--- src/rtl/dm_access_ctrl_if.sv ---
`default_nettype none
// ============================================================================
//  Module      : dm_access_ctrl_if
//  Description : Bundles the MEM-stage request side and the data-memory side
//                of the data-memory access controller.
//  Revision    : 1.0 - initial release
// ============================================================================
interface dm_access_ctrl_if;
    // MEM-stage request side
    logic        req_valid;
    logic        req_we;
    logic [2:0]  req_type;
    logic [31:0] req_addr;
    logic [31:0] req_wdata;
    logic        stall;
    logic        done;
    logic        exc;
    logic [4:0]  exccode;
    logic [31:0] rdata_word;
    logic [1:0]  addr_lo;
    // Data-memory side
    logic        mem_req;
    logic        mem_we;
    logic [3:0]  mem_be;
    logic [31:0] mem_addr;
    logic [31:0] mem_wdata;
    logic [31:0] mem_rdata;
    logic        mem_ack;

    // Controller view
    modport slave (
        input  req_valid, req_we, req_type, req_addr, req_wdata,
        input  mem_rdata, mem_ack,
        output stall, done, exc, exccode, rdata_word, addr_lo,
        output mem_req, mem_we, mem_be, mem_addr, mem_wdata
    );

    // Pipeline / memory-model view
    modport master (
        output req_valid, req_we, req_type, req_addr, req_wdata,
        output mem_rdata, mem_ack,
        input  stall, done, exc, exccode, rdata_word, addr_lo,
        input  mem_req, mem_we, mem_be, mem_addr, mem_wdata
    );
endinterface
`default_nettype wire

--- src/rtl/dm_access_ctrl.sv ---
`default_nettype none
// ============================================================================
//  Module      : dm_access_ctrl
//  Description : Data-memory access controller. Checks alignment, builds byte
//                enables and lane-replicated store data, runs the memory
//                handshake with a bus timeout, and reports a one-cycle done
//                pulse with optional address/bus exception.
//  Revision    : 1.0 - initial release
// ============================================================================
module dm_access_ctrl #(
    parameter int unsigned TIMEOUT = 15
) (
    input  wire logic         clk,
    input  wire logic         reset,
    dm_access_ctrl_if.slave   bus
);

    localparam logic [7:0] C_TIMEOUT  = 8'(TIMEOUT);
    localparam logic [4:0] C_EXC_ADEL = 5'd4;
    localparam logic [4:0] C_EXC_ADES = 5'd5;
    localparam logic [4:0] C_EXC_BUS  = 5'd7;

    typedef enum logic [1:0] {
        IDLE   = 2'd0,
        ACCESS = 2'd1,
        RESP   = 2'd2
    } state_t;

    state_t      state_q, state_d;
    logic [7:0]  cnt_q, cnt_d;
    logic        mem_req_q, mem_req_d;
    logic        mem_we_q, mem_we_d;
    logic [3:0]  mem_be_q, mem_be_d;
    logic [31:0] mem_addr_q, mem_addr_d;
    logic [31:0] mem_wdata_q, mem_wdata_d;
    logic [31:0] rdata_q, rdata_d;
    logic [1:0]  addr_lo_q, addr_lo_d;
    logic        done_q, done_d;
    logic        exc_q, exc_d;
    logic [4:0]  exccode_q, exccode_d;

    logic        w_legal;
    logic [3:0]  w_be;
    logic [31:0] w_wdata;

    // Decode access size: type[1:0] 00 byte, 01 half, 11 word; unsigned only for byte/half
    always_comb begin
        w_legal = 1'b0;
        w_be    = 4'b0000;
        w_wdata = bus.req_wdata;
        case (bus.req_type[1:0])
            2'b00: begin
                w_legal = 1'b1;
                w_be    = 4'b0001 << bus.req_addr[1:0];
                w_wdata = {4{bus.req_wdata[7:0]}};
            end
            2'b01: begin
                w_legal = ~bus.req_addr[0];
                w_be    = 4'b0011 << bus.req_addr[1:0];
                w_wdata = {2{bus.req_wdata[15:0]}};
            end
            2'b11: begin
                w_legal = ~bus.req_type[2] && (bus.req_addr[1:0] == 2'b00);
                w_be    = 4'b1111;
                w_wdata = bus.req_wdata;
            end
            default: w_legal = 1'b0;
        endcase
    end

    // Next-state and registered-output computation
    always_comb begin
        state_d     = state_q;
        cnt_d       = cnt_q;
        mem_req_d   = mem_req_q;
        mem_we_d    = mem_we_q;
        mem_be_d    = mem_be_q;
        mem_addr_d  = mem_addr_q;
        mem_wdata_d = mem_wdata_q;
        rdata_d     = rdata_q;
        addr_lo_d   = addr_lo_q;
        done_d      = 1'b0;
        exc_d       = 1'b0;
        exccode_d   = 5'd0;
        case (state_q)
            IDLE: begin
                cnt_d = 8'd0;
                if (bus.req_valid) begin
                    addr_lo_d = bus.req_addr[1:0];
                    if (w_legal) begin
                        mem_req_d   = 1'b1;
                        mem_we_d    = bus.req_we;
                        mem_be_d    = w_be;
                        mem_addr_d  = {bus.req_addr[31:2], 2'b00};
                        mem_wdata_d = w_wdata;
                        state_d     = ACCESS;
                    end else begin
                        done_d    = 1'b1;
                        exc_d     = 1'b1;
                        exccode_d = bus.req_we ? C_EXC_ADES : C_EXC_ADEL;
                        state_d   = RESP;
                    end
                end
            end
            ACCESS: begin
                cnt_d = cnt_q + 8'd1;
                // Ack is checked first so it wins over a coincident timeout
                if (bus.mem_ack) begin
                    mem_req_d = 1'b0;
                    mem_we_d  = 1'b0;
                    if (!mem_we_q) begin
                        rdata_d = bus.mem_rdata;
                    end
                    done_d  = 1'b1;
                    state_d = RESP;
                end else if (cnt_d == C_TIMEOUT) begin
                    mem_req_d = 1'b0;
                    mem_we_d  = 1'b0;
                    done_d    = 1'b1;
                    exc_d     = 1'b1;
                    exccode_d = C_EXC_BUS;
                    state_d   = RESP;
                end
            end
            RESP: begin
                state_d = IDLE;
            end
            default: begin
                state_d   = IDLE;
                mem_req_d = 1'b0;
                mem_we_d  = 1'b0;
            end
        endcase
    end

    // State and output registers with synchronous reset
    always_ff @(posedge clk) begin
        if (reset) begin
            state_q     <= IDLE;
            cnt_q       <= 8'd0;
            mem_req_q   <= 1'b0;
            mem_we_q    <= 1'b0;
            mem_be_q    <= 4'b0000;
            mem_addr_q  <= 32'd0;
            mem_wdata_q <= 32'd0;
            rdata_q     <= 32'd0;
            addr_lo_q   <= 2'b00;
            done_q      <= 1'b0;
            exc_q       <= 1'b0;
            exccode_q   <= 5'd0;
        end else begin
            state_q     <= state_d;
            cnt_q       <= cnt_d;
            mem_req_q   <= mem_req_d;
            mem_we_q    <= mem_we_d;
            mem_be_q    <= mem_be_d;
            mem_addr_q  <= mem_addr_d;
            mem_wdata_q <= mem_wdata_d;
            rdata_q     <= rdata_d;
            addr_lo_q   <= addr_lo_d;
            done_q      <= done_d;
            exc_q       <= exc_d;
            exccode_q   <= exccode_d;
        end
    end

    assign bus.stall      = bus.req_valid & ~done_q;
    assign bus.done       = done_q;
    assign bus.exc        = exc_q;
    assign bus.exccode    = exccode_q;
    assign bus.rdata_word = rdata_q;
    assign bus.addr_lo    = addr_lo_q;
    assign bus.mem_req    = mem_req_q;
    assign bus.mem_we     = mem_we_q;
    assign bus.mem_be     = mem_be_q;
    assign bus.mem_addr   = mem_addr_q;
    assign bus.mem_wdata  = mem_wdata_q;

endmodule
`default_nettype wire

--- src/flat_wrapper.sv ---
// flat-port wrapper written by rule: the top's interface ports become plain ports
module dm_access_ctrl_flat 
#(
    parameter int unsigned TIMEOUT = 15
)
  (clk, reset, bus_req_valid, bus_req_we, bus_req_type, bus_req_addr, bus_req_wdata, bus_mem_rdata, bus_mem_ack, bus_stall, bus_done, bus_exc, bus_exccode, bus_rdata_word, bus_addr_lo, bus_mem_req, bus_mem_we, bus_mem_be, bus_mem_addr, bus_mem_wdata);
  dm_access_ctrl_if bus_i ();
  input  wire logic clk;
  input  wire logic reset;
  input wire logic [$bits(bus_i.req_valid)-1:0] bus_req_valid;
  input wire logic [$bits(bus_i.req_we)-1:0] bus_req_we;
  input wire logic [$bits(bus_i.req_type)-1:0] bus_req_type;
  input wire logic [$bits(bus_i.req_addr)-1:0] bus_req_addr;
  input wire logic [$bits(bus_i.req_wdata)-1:0] bus_req_wdata;
  input wire logic [$bits(bus_i.mem_rdata)-1:0] bus_mem_rdata;
  input wire logic [$bits(bus_i.mem_ack)-1:0] bus_mem_ack;
  output wire logic [$bits(bus_i.stall)-1:0] bus_stall;
  output wire logic [$bits(bus_i.done)-1:0] bus_done;
  output wire logic [$bits(bus_i.exc)-1:0] bus_exc;
  output wire logic [$bits(bus_i.exccode)-1:0] bus_exccode;
  output wire logic [$bits(bus_i.rdata_word)-1:0] bus_rdata_word;
  output wire logic [$bits(bus_i.addr_lo)-1:0] bus_addr_lo;
  output wire logic [$bits(bus_i.mem_req)-1:0] bus_mem_req;
  output wire logic [$bits(bus_i.mem_we)-1:0] bus_mem_we;
  output wire logic [$bits(bus_i.mem_be)-1:0] bus_mem_be;
  output wire logic [$bits(bus_i.mem_addr)-1:0] bus_mem_addr;
  output wire logic [$bits(bus_i.mem_wdata)-1:0] bus_mem_wdata;
  assign bus_i.req_valid = bus_req_valid;
  assign bus_i.req_we = bus_req_we;
  assign bus_i.req_type = bus_req_type;
  assign bus_i.req_addr = bus_req_addr;
  assign bus_i.req_wdata = bus_req_wdata;
  assign bus_i.mem_rdata = bus_mem_rdata;
  assign bus_i.mem_ack = bus_mem_ack;
  assign bus_stall = bus_i.stall;
  assign bus_done = bus_i.done;
  assign bus_exc = bus_i.exc;
  assign bus_exccode = bus_i.exccode;
  assign bus_rdata_word = bus_i.rdata_word;
  assign bus_addr_lo = bus_i.addr_lo;
  assign bus_mem_req = bus_i.mem_req;
  assign bus_mem_we = bus_i.mem_we;
  assign bus_mem_be = bus_i.mem_be;
  assign bus_mem_addr = bus_i.mem_addr;
  assign bus_mem_wdata = bus_i.mem_wdata;
  dm_access_ctrl #(.TIMEOUT(TIMEOUT)) u_core (.clk(clk), .reset(reset), .bus(bus_i));
endmodule
--- config.mk ---
export PLATFORM = sky130hd
export DESIGN_NAME = dm_access_ctrl_flat
export DESIGN_NICKNAME = d
export VERILOG_FILES = /design/src/rtl/dm_access_ctrl_if.sv /design/src/rtl/dm_access_ctrl.sv /design/src/flat_wrapper.sv
export SDC_FILE = /design/constraint.sdc
export NUM_CORES = 1
export LEC_CHECK = 0
export ABC_CLOCK_PERIOD_IN_PS = 5100
export CAP_MARGIN = 40
export CELL_PAD_IN_SITES_DETAIL_PLACEMENT = 0
export CELL_PAD_IN_SITES_GLOBAL_PLACEMENT = 1
export CORE_MARGIN = 4
export CORE_UTILIZATION = 47
export CTS_CLUSTER_DIAMETER = 150
export CTS_CLUSTER_SIZE = 10
export DETAILED_ROUTE_END_ITERATION = 10
export DONT_BUFFER_PORTS = 1
export PLACE_DENSITY_LB_ADDON = 0.1
export SETUP_SLACK_MARGIN = 0.2
export SLEW_MARGIN = 10
export SYNTH_ARGS = -nofsm -noshare
export SYNTH_HDL_FRONTEND = slang
export SYNTH_SLANG_ARGS = --single-unit
--- constraint.sdc ---
create_clock -name clk -period 5.1 [get_ports clk]
set_input_delay 1.53 -clock clk [delete_from_list [all_inputs] [get_ports clk]]
set_output_delay 1.53 -clock clk [all_outputs]
set_load 0.03 [all_outputs]
==> impl_metrics.json, run 1 <==
{
  "outcome": "completed",
  "route.vias.total": 3808,
  "fillers": 937,
  "cts_resized": 0,
  "endpoint_kind": "output port",
  "ys.flop_type": "dfxtp_1",
  "area_delta_synth_final_pct": 12.4,
  "synth-seq-cells": 116,
  "synth_edf_count": 0,
  "avgSynthCellArea_um2": 8.03,
  "grt_max_degree": 116,
  "htree_num_levels": 4,
  "setup_viol": 0,
  "drc": 0,
  "routed-wl-met2_um": 5810,
  "hold_ws_ns": 0.488,
  "die_y_um": 107,
  "place.gp.congestion": 0.778,
  "cp_top_family": "simple AND/OR/NAND/NOR gates",
  "avgViaCountPerCell": 5.46,
  "syn_area_mm2": 0.00461,
  "cp.required_ns": 3.57,
  "critPathBufInv": 1,
  "first_iter_violations": 274,
  "rsz0062_at_grt": "false",
  "track_usage_pct": 20.5,
  "grt_pass1_wl_um": 18800,
  "wl_per_cell_um": 17.1,
  "cp.arrival_ns": 2.01,
  "dr.pass1.iters": 4,
  "cts_setup_buffers": 0,
  "port_buffers": 0,
  "p_leak_nw": 1.82,
  "layout.cells.non_filler": 697,
  "ctsHoldBuffers": 0,
  "die_width_um": 107,
  "fin_skew_ns": 0.0146,
  "placed_cells": 664,
  "cts.path.max_buffers": 2,
  "cts_tree": "built",
  "max_stage_delay_ns": 0.45,
  "slew_headroom_pct": 57.6,
  "fmax_mhz": 283,
  "utilization_pct": 55.3,
  "p_total_mw": 2.21,
  "antenna_found_initial": 1,
  "insertion_delay_ns": 0.50,
  "ir_worst_vdd_v": 0.000199,
  "yosysSeqAreaShare_pct": 50.4,
  "post-dp-hpwl_um": 8370,
  "crit_fanout": 4,
  "tns_ns": 0,
  "fin_crit_ns": 3.54,
  "clk_pin_slew_ns": 0.05,
  "wl_met3_um": 1230,
  "path_cells": "inv_1 > nor2_1",
  "cts_buffers": 17,
  "grt_pass1_vias": 3670,
  "yosysWarnings": 0,
  "clock_sinks": 116,
  "dieArea_mm2": 0.0115,
  "ant_nets": 0,
  "async_flop_share_pct": 0,
  "path_class": "input port to output port",
  "routed.top_layer": "met4",
  "hold_viol_final": 0,
  "fin_crit_sh_pct": 69.4,
  "design_area_mm2": 0.00518,
  "core_mm2": 0.00937,
  "power.density_mw_per_mm2": 427,
  "placed_cell_area_mm2": 0.00465,
  "io_pins": 216,
  "nNetsFinal": 660,
  "drive_gt1_share_pct": 7.23,
  "final_max_slew_viol_count": 0,
  "min_path_type": "register to register",
  "grt_overflow": 0,
  "wl_um": 11900,
  "initial_core_util_pct": 49.2,
  "root_buffer": "clkbuf_8",
  "layout_setup_ws_ns": 1.56,
  "start_kind": "input port",
  "worst_slew_pin_slew_ns": 0.635,
  "routedLengthMet1_um": 4760,
  "cap_violations": 0,
  "syn_inst": 574,
  "cpMaxStageDelayCell": "nor2_1",
  "rows": 35,
  "synthDistinctLibCells": 40,
  "pre_cts_ws_ns": 1.56
}
-- layout by cell type, fill, tap and decap left out, types with 6 or more instances in the layout --
cell type / count
a211oi_1: 9
a21oi_1: 88
nor2_1: 32
mux2i_1: 18
o211ai_1: 12
a311oi_1: 10
o21ai_0: 12
clkbuf_16: 16
inv_1: 6
nand2_1: 173
dfxtp_1: 116
-- logic make-up (layout without fill, tap and decap cells) --
group                      Yosys count  in the layout  synth area share, %
buffers and inverters               54             44                 4.89
AOI/OAI and AO/OA                  145            145                 18.7
and+or+nand+nor                    235            235                 20.9
other                                1              5               0.0814
xor gates and xnor gates             2              2                0.380
muxes                               19             19                 4.15
DFF                                116            116                 50.4
adders and majority gates            2              2                0.543
-- path summary, 6_finish.rpt --
kind | to | cells after the start | from | slack, ns
worst max register to register | u_core.bus.mem_wdata[11]$_SDFFE_PP0P_ | 5 | u_core.state_q[1]$_SDFFE_PP0P_ | 2.87
worst min register to register | u_core.cnt_q[7]$_SDFFE_PP0P_ | 2 | u_core.cnt_q[7]$_SDFFE_PP0P_ | 0.49
worst max-delay path | bus_stall | 2 | bus_req_valid | 1.56
worst min-delay path | u_core.cnt_q[7]$_SDFFE_PP0P_ | 2 | u_core.cnt_q[7]$_SDFFE_PP0P_ | 0.49
-- power by group --
group	switching [mW]	internal, mW
Combinational	0.0737	0.0500
Sequential	0.114	0.949
Clock	0.406	0.621
Total	0.593	1.62
-- sequential cells by signal, summed over array words and instances (netlist names), 2 cells and up --
signal,flops
u_core.bus.mem_wdata,32
u_core.cnt_q,8
u_core.state_q,2
u_core.bus.exccode,2
u_core.bus.rdata_word,32
u_core.bus.mem_addr,30
u_core.bus.addr_lo,2
u_core.bus.mem_be,4
-- worst min-delay path, cell delays in order, from the launching register on --
cell and delay (ns):
dfxtp_1 0.31, o21ai_0 0.07, a21oi_1 0.06
-- synthesized netlist by cell type, types with 2 or more instances --
cell type | number | area, µm²
a21o_1 | 2 | 15.0
buf_4 | 5 | 37.5
ha_1 | 2 | 25.0
nor2b_1 | 3 | 18.8
a31oi_1 | 2 | 12.5
nor3_1 | 4 | 20.0
nand3_1 | 5 | 25.0
nor4_1 | 2 | 12.5
nor3b_1 | 5 | 37.5
a211oi_1 | 9 | 67.6
nand2_1 | 173 | 649
inv_1 | 6 | 22.5
or4_1 | 3 | 22.5
o211a_1 | 2 | 20.0
dfxtp_1 | 116 | 2320
buf_1 | 3 | 11.3
buf_2 | 3 | 15.0
clkbuf_1 | 37 | 139
a21oi_1 | 88 | 440
o21a_1 | 3 | 22.5
mux2i_1 | 18 | 180
a311oi_1 | 10 | 87.6
o211ai_1 | 12 | 90.1
nor2_1 | 32 | 120
nand2b_1 | 2 | 12.5
xor2_1 | 2 | 17.5
o21ai_0 | 12 | 60.1
-- cell type report --
type	count	area [µm²]	share of cell area, %
inverters	6	22.5	0.435
multi-input cells	407	2090	40.3
repair buffers	6	52.6	1.01
well taps	129	161	3.12
flip-flops and latches	116	2320	44.8
diodes	1	2.50	0.0483
clock buffers	21	449	8.67
clock inverters	11	78.8	1.52
-- per-layer routing --
layer / global-route usage, % / vias to the layer above
li1: - / 1898
met1: 24.2 / 1747
met4: 6.30 / 0
met3: 9.33 / 10
met2: 33.5 / 153
met5: 0 / -
Power figures use the tool's default switching activity.
==> run 2, diff against run 1 <==
--- a/config.mk
+++ b/config.mk
@@ -5,12 +5,12 @@
 export SDC_FILE = /design/constraint.sdc
 export NUM_CORES = 1
 export LEC_CHECK = 0
-export ABC_CLOCK_PERIOD_IN_PS = 5100
+export ABC_CLOCK_PERIOD_IN_PS = 3700
 export CAP_MARGIN = 40
 export CELL_PAD_IN_SITES_DETAIL_PLACEMENT = 0
 export CELL_PAD_IN_SITES_GLOBAL_PLACEMENT = 1
 export CORE_MARGIN = 4
-export CORE_UTILIZATION = 47
+export CORE_UTILIZATION = 43
 export CTS_CLUSTER_DIAMETER = 150
 export CTS_CLUSTER_SIZE = 10
 export DETAILED_ROUTE_END_ITERATION = 10
==> constraint.sdc (replaced) <==
create_clock -name clk -period 3.7 [get_ports clk]
set_input_delay 1.11 -clock clk [delete_from_list [all_inputs] [get_ports clk]]
set_output_delay 1.11 -clock clk [all_outputs]
set_load 0.03 [all_outputs]
==> run 2 against run 1 <==
Wire length grew 4.6%. Critical path depth is the same. Highest routed layer unchanged. Non-clock buffer count is the same. First-iteration DRC count grew 35%. Setup slack lost 0.57 ns.
==> impl_metrics.json, run 2 (synthesis results as in run 1) <==
{
  "fin_crit_ns": 2.71,
  "insertion_delay_ns": 0.52,
  "path_class": "input port to output port",
  "core_mm2": 0.0104,
  "root_buffer": "clkbuf_8",
  "nNetsFinal": 660,
  "cp_top_family": "simple AND/OR/NAND/NOR gates",
  "ir_worst_vdd_v": 0.000318,
  "cts_buffers": 17,
  "first_iter_violations": 370,
  "worst_slew_pin_slew_ns": 0.633,
  "outcome": "completed",
  "dr.pass1.iters": 5,
  "htree_num_levels": 4,
  "endpoint_kind": "output port",
  "drive_gt1_share_pct": 7.58,
  "rsz0062_at_grt": "false",
  "placed_cell_area_mm2": 0.00465,
  "grt_max_degree": 116,
  "mostFrequentLayoutCells": "173 x nand2_1, 116 x dfxtp_1, 88 x a21oi_1",
  "critPathBufInv": 1,
  "hold_ws_ns": 0.492,
  "slew_headroom_pct": 57.7,
  "die_width_um": 112,
  "final_common_cell": "nand2_1",
  "min_path_type": "register to register",
  "rows": 37,
  "cts_resized": 0,
  "layout_setup_ws_ns": 0.989,
  "path_cells": "inv_1 > nor2_1",
  "tns_ns": 0,
  "cts_tree": "built",
  "wl_um": 12500,
  "setup_viol": 0,
  "cpMaxStageDelayCell": "nor2_1",
  "pre_cts_ws_ns": 0.954,
  "route.vias.total": 3809,
  "clk_pin_slew_ns": 0.06,
  "dieArea_mm2": 0.0124,
  "cp.required_ns": 2.59,
  "wl_per_cell_um": 17.8,
  "cp.arrival_ns": 1.60,
  "p_leak_nw": 1.82,
  "port_buffers": 0,
  "power.density_mw_per_mm2": 600,
  "fin_skew_ns": 0.0108,
  "grt_overflow": 0,
  "drc": 0,
  "initial_core_util_pct": 44.4,
  "design_area_mm2": 0.00519,
  "cts.path.max_buffers": 2,
  "max_stage_delay_ns": 0.45,
  "ctsHoldBuffers": 0,
  "area_delta_synth_final_pct": 12.5,
  "cts_setup_buffers": 0,
  "fin_crit_sh_pct": 73.3,
  "hold_viol_final": 0,
  "final_max_slew_viol_count": 0,
  "n_antenna_cell": 0,
  "place.gp.congestion": 0.784,
  "grt_pass1_wl_um": 19400,
  "die_y_um": 112,
  "io_pins": 216,
  "ant_nets": 0,
  "fmax_mhz": 369,
  "grt_pass1_vias": 3641,
  "post-dp-hpwl_um": 8630,
  "start_kind": "input port",
  "track_usage_pct": 19.2,
  "avgViaCountPerCell": 5.42,
  "crit_fanout": 4,
  "antenna_found_initial": 0,
  "clock_sinks": 116,
  "cap_violations": 0
}
==> run 2: layout make-up <==
type / count / area, µm²
Clock buffer: 17 / 414
Clock inverter: 15 / 124
Fill cell: 1024 / 5180
Inverter: 6 / 22.5
Multi-Input combinational cell: 407 / 2090
Sequential cell: 116 / 2320
Tap cell: 136 / 170
Timing Repair Buffer: 6 / 45.0
==> run 2: path summary, 6_finish.rpt <==
path | slack [ns] | end | depth (start not counted) | startpoint
hold reg to reg | 0.49 | u_core.cnt_q[7]$_SDFFE_PP0P_ | 2 | u_core.cnt_q[7]$_SDFFE_PP0P_
setup / recovery | 0.99 | bus_stall | 2 | bus_req_valid
hold / removal | 0.49 | u_core.cnt_q[7]$_SDFFE_PP0P_ | 2 | u_core.cnt_q[7]$_SDFFE_PP0P_
setup reg to reg | 1.49 | u_core.bus.mem_be[2]$_SDFFE_PP0P_ | 5 | u_core.state_q[1]$_SDFFE_PP0P_
==> run 2: stage by stage <==
stage	utilization, %	std cells	total power, mW
after global routing	50.0	703	3.24
after floorplan	-	577	1.65
after global placement	44.8	671	1.66
after detailed placement	44.8	671	1.67
after CTS	50.0	703	3.15
final	50.0	703	3.11
==> run 2: per-layer routing <==
metal | part of all wire (%) | track usage [%] | up-vias
met2 | 47 | 30.7 | 151
met5 | 0 | 0 | -
met3 | 11 | 9.40 | 12
met4 | 0.88 | 5.92 | 0
met1 | 41 | 22.9 | 1743
li1 | - | - | 1903
==> run 2: worst reg2reg max path, cell delays in order, from the launching register on <==
cell and delay (ns):
dfxtp_1 0.46, or3b_2 0.59, a221oi_4 0.21, buf_4 0.48, nor2_1 0.10, a311oi_1 0.26
==> run 2: power breakdown <==
part           total [mW]  leakage [nW]  internal (mW)  switching, mW
Combinational       0.173         0.623         0.0683          0.104
Sequential           1.46         0.943           1.31          0.157
Clock                1.48         0.256          0.839          0.638
Total                3.11          1.82           2.21          0.899
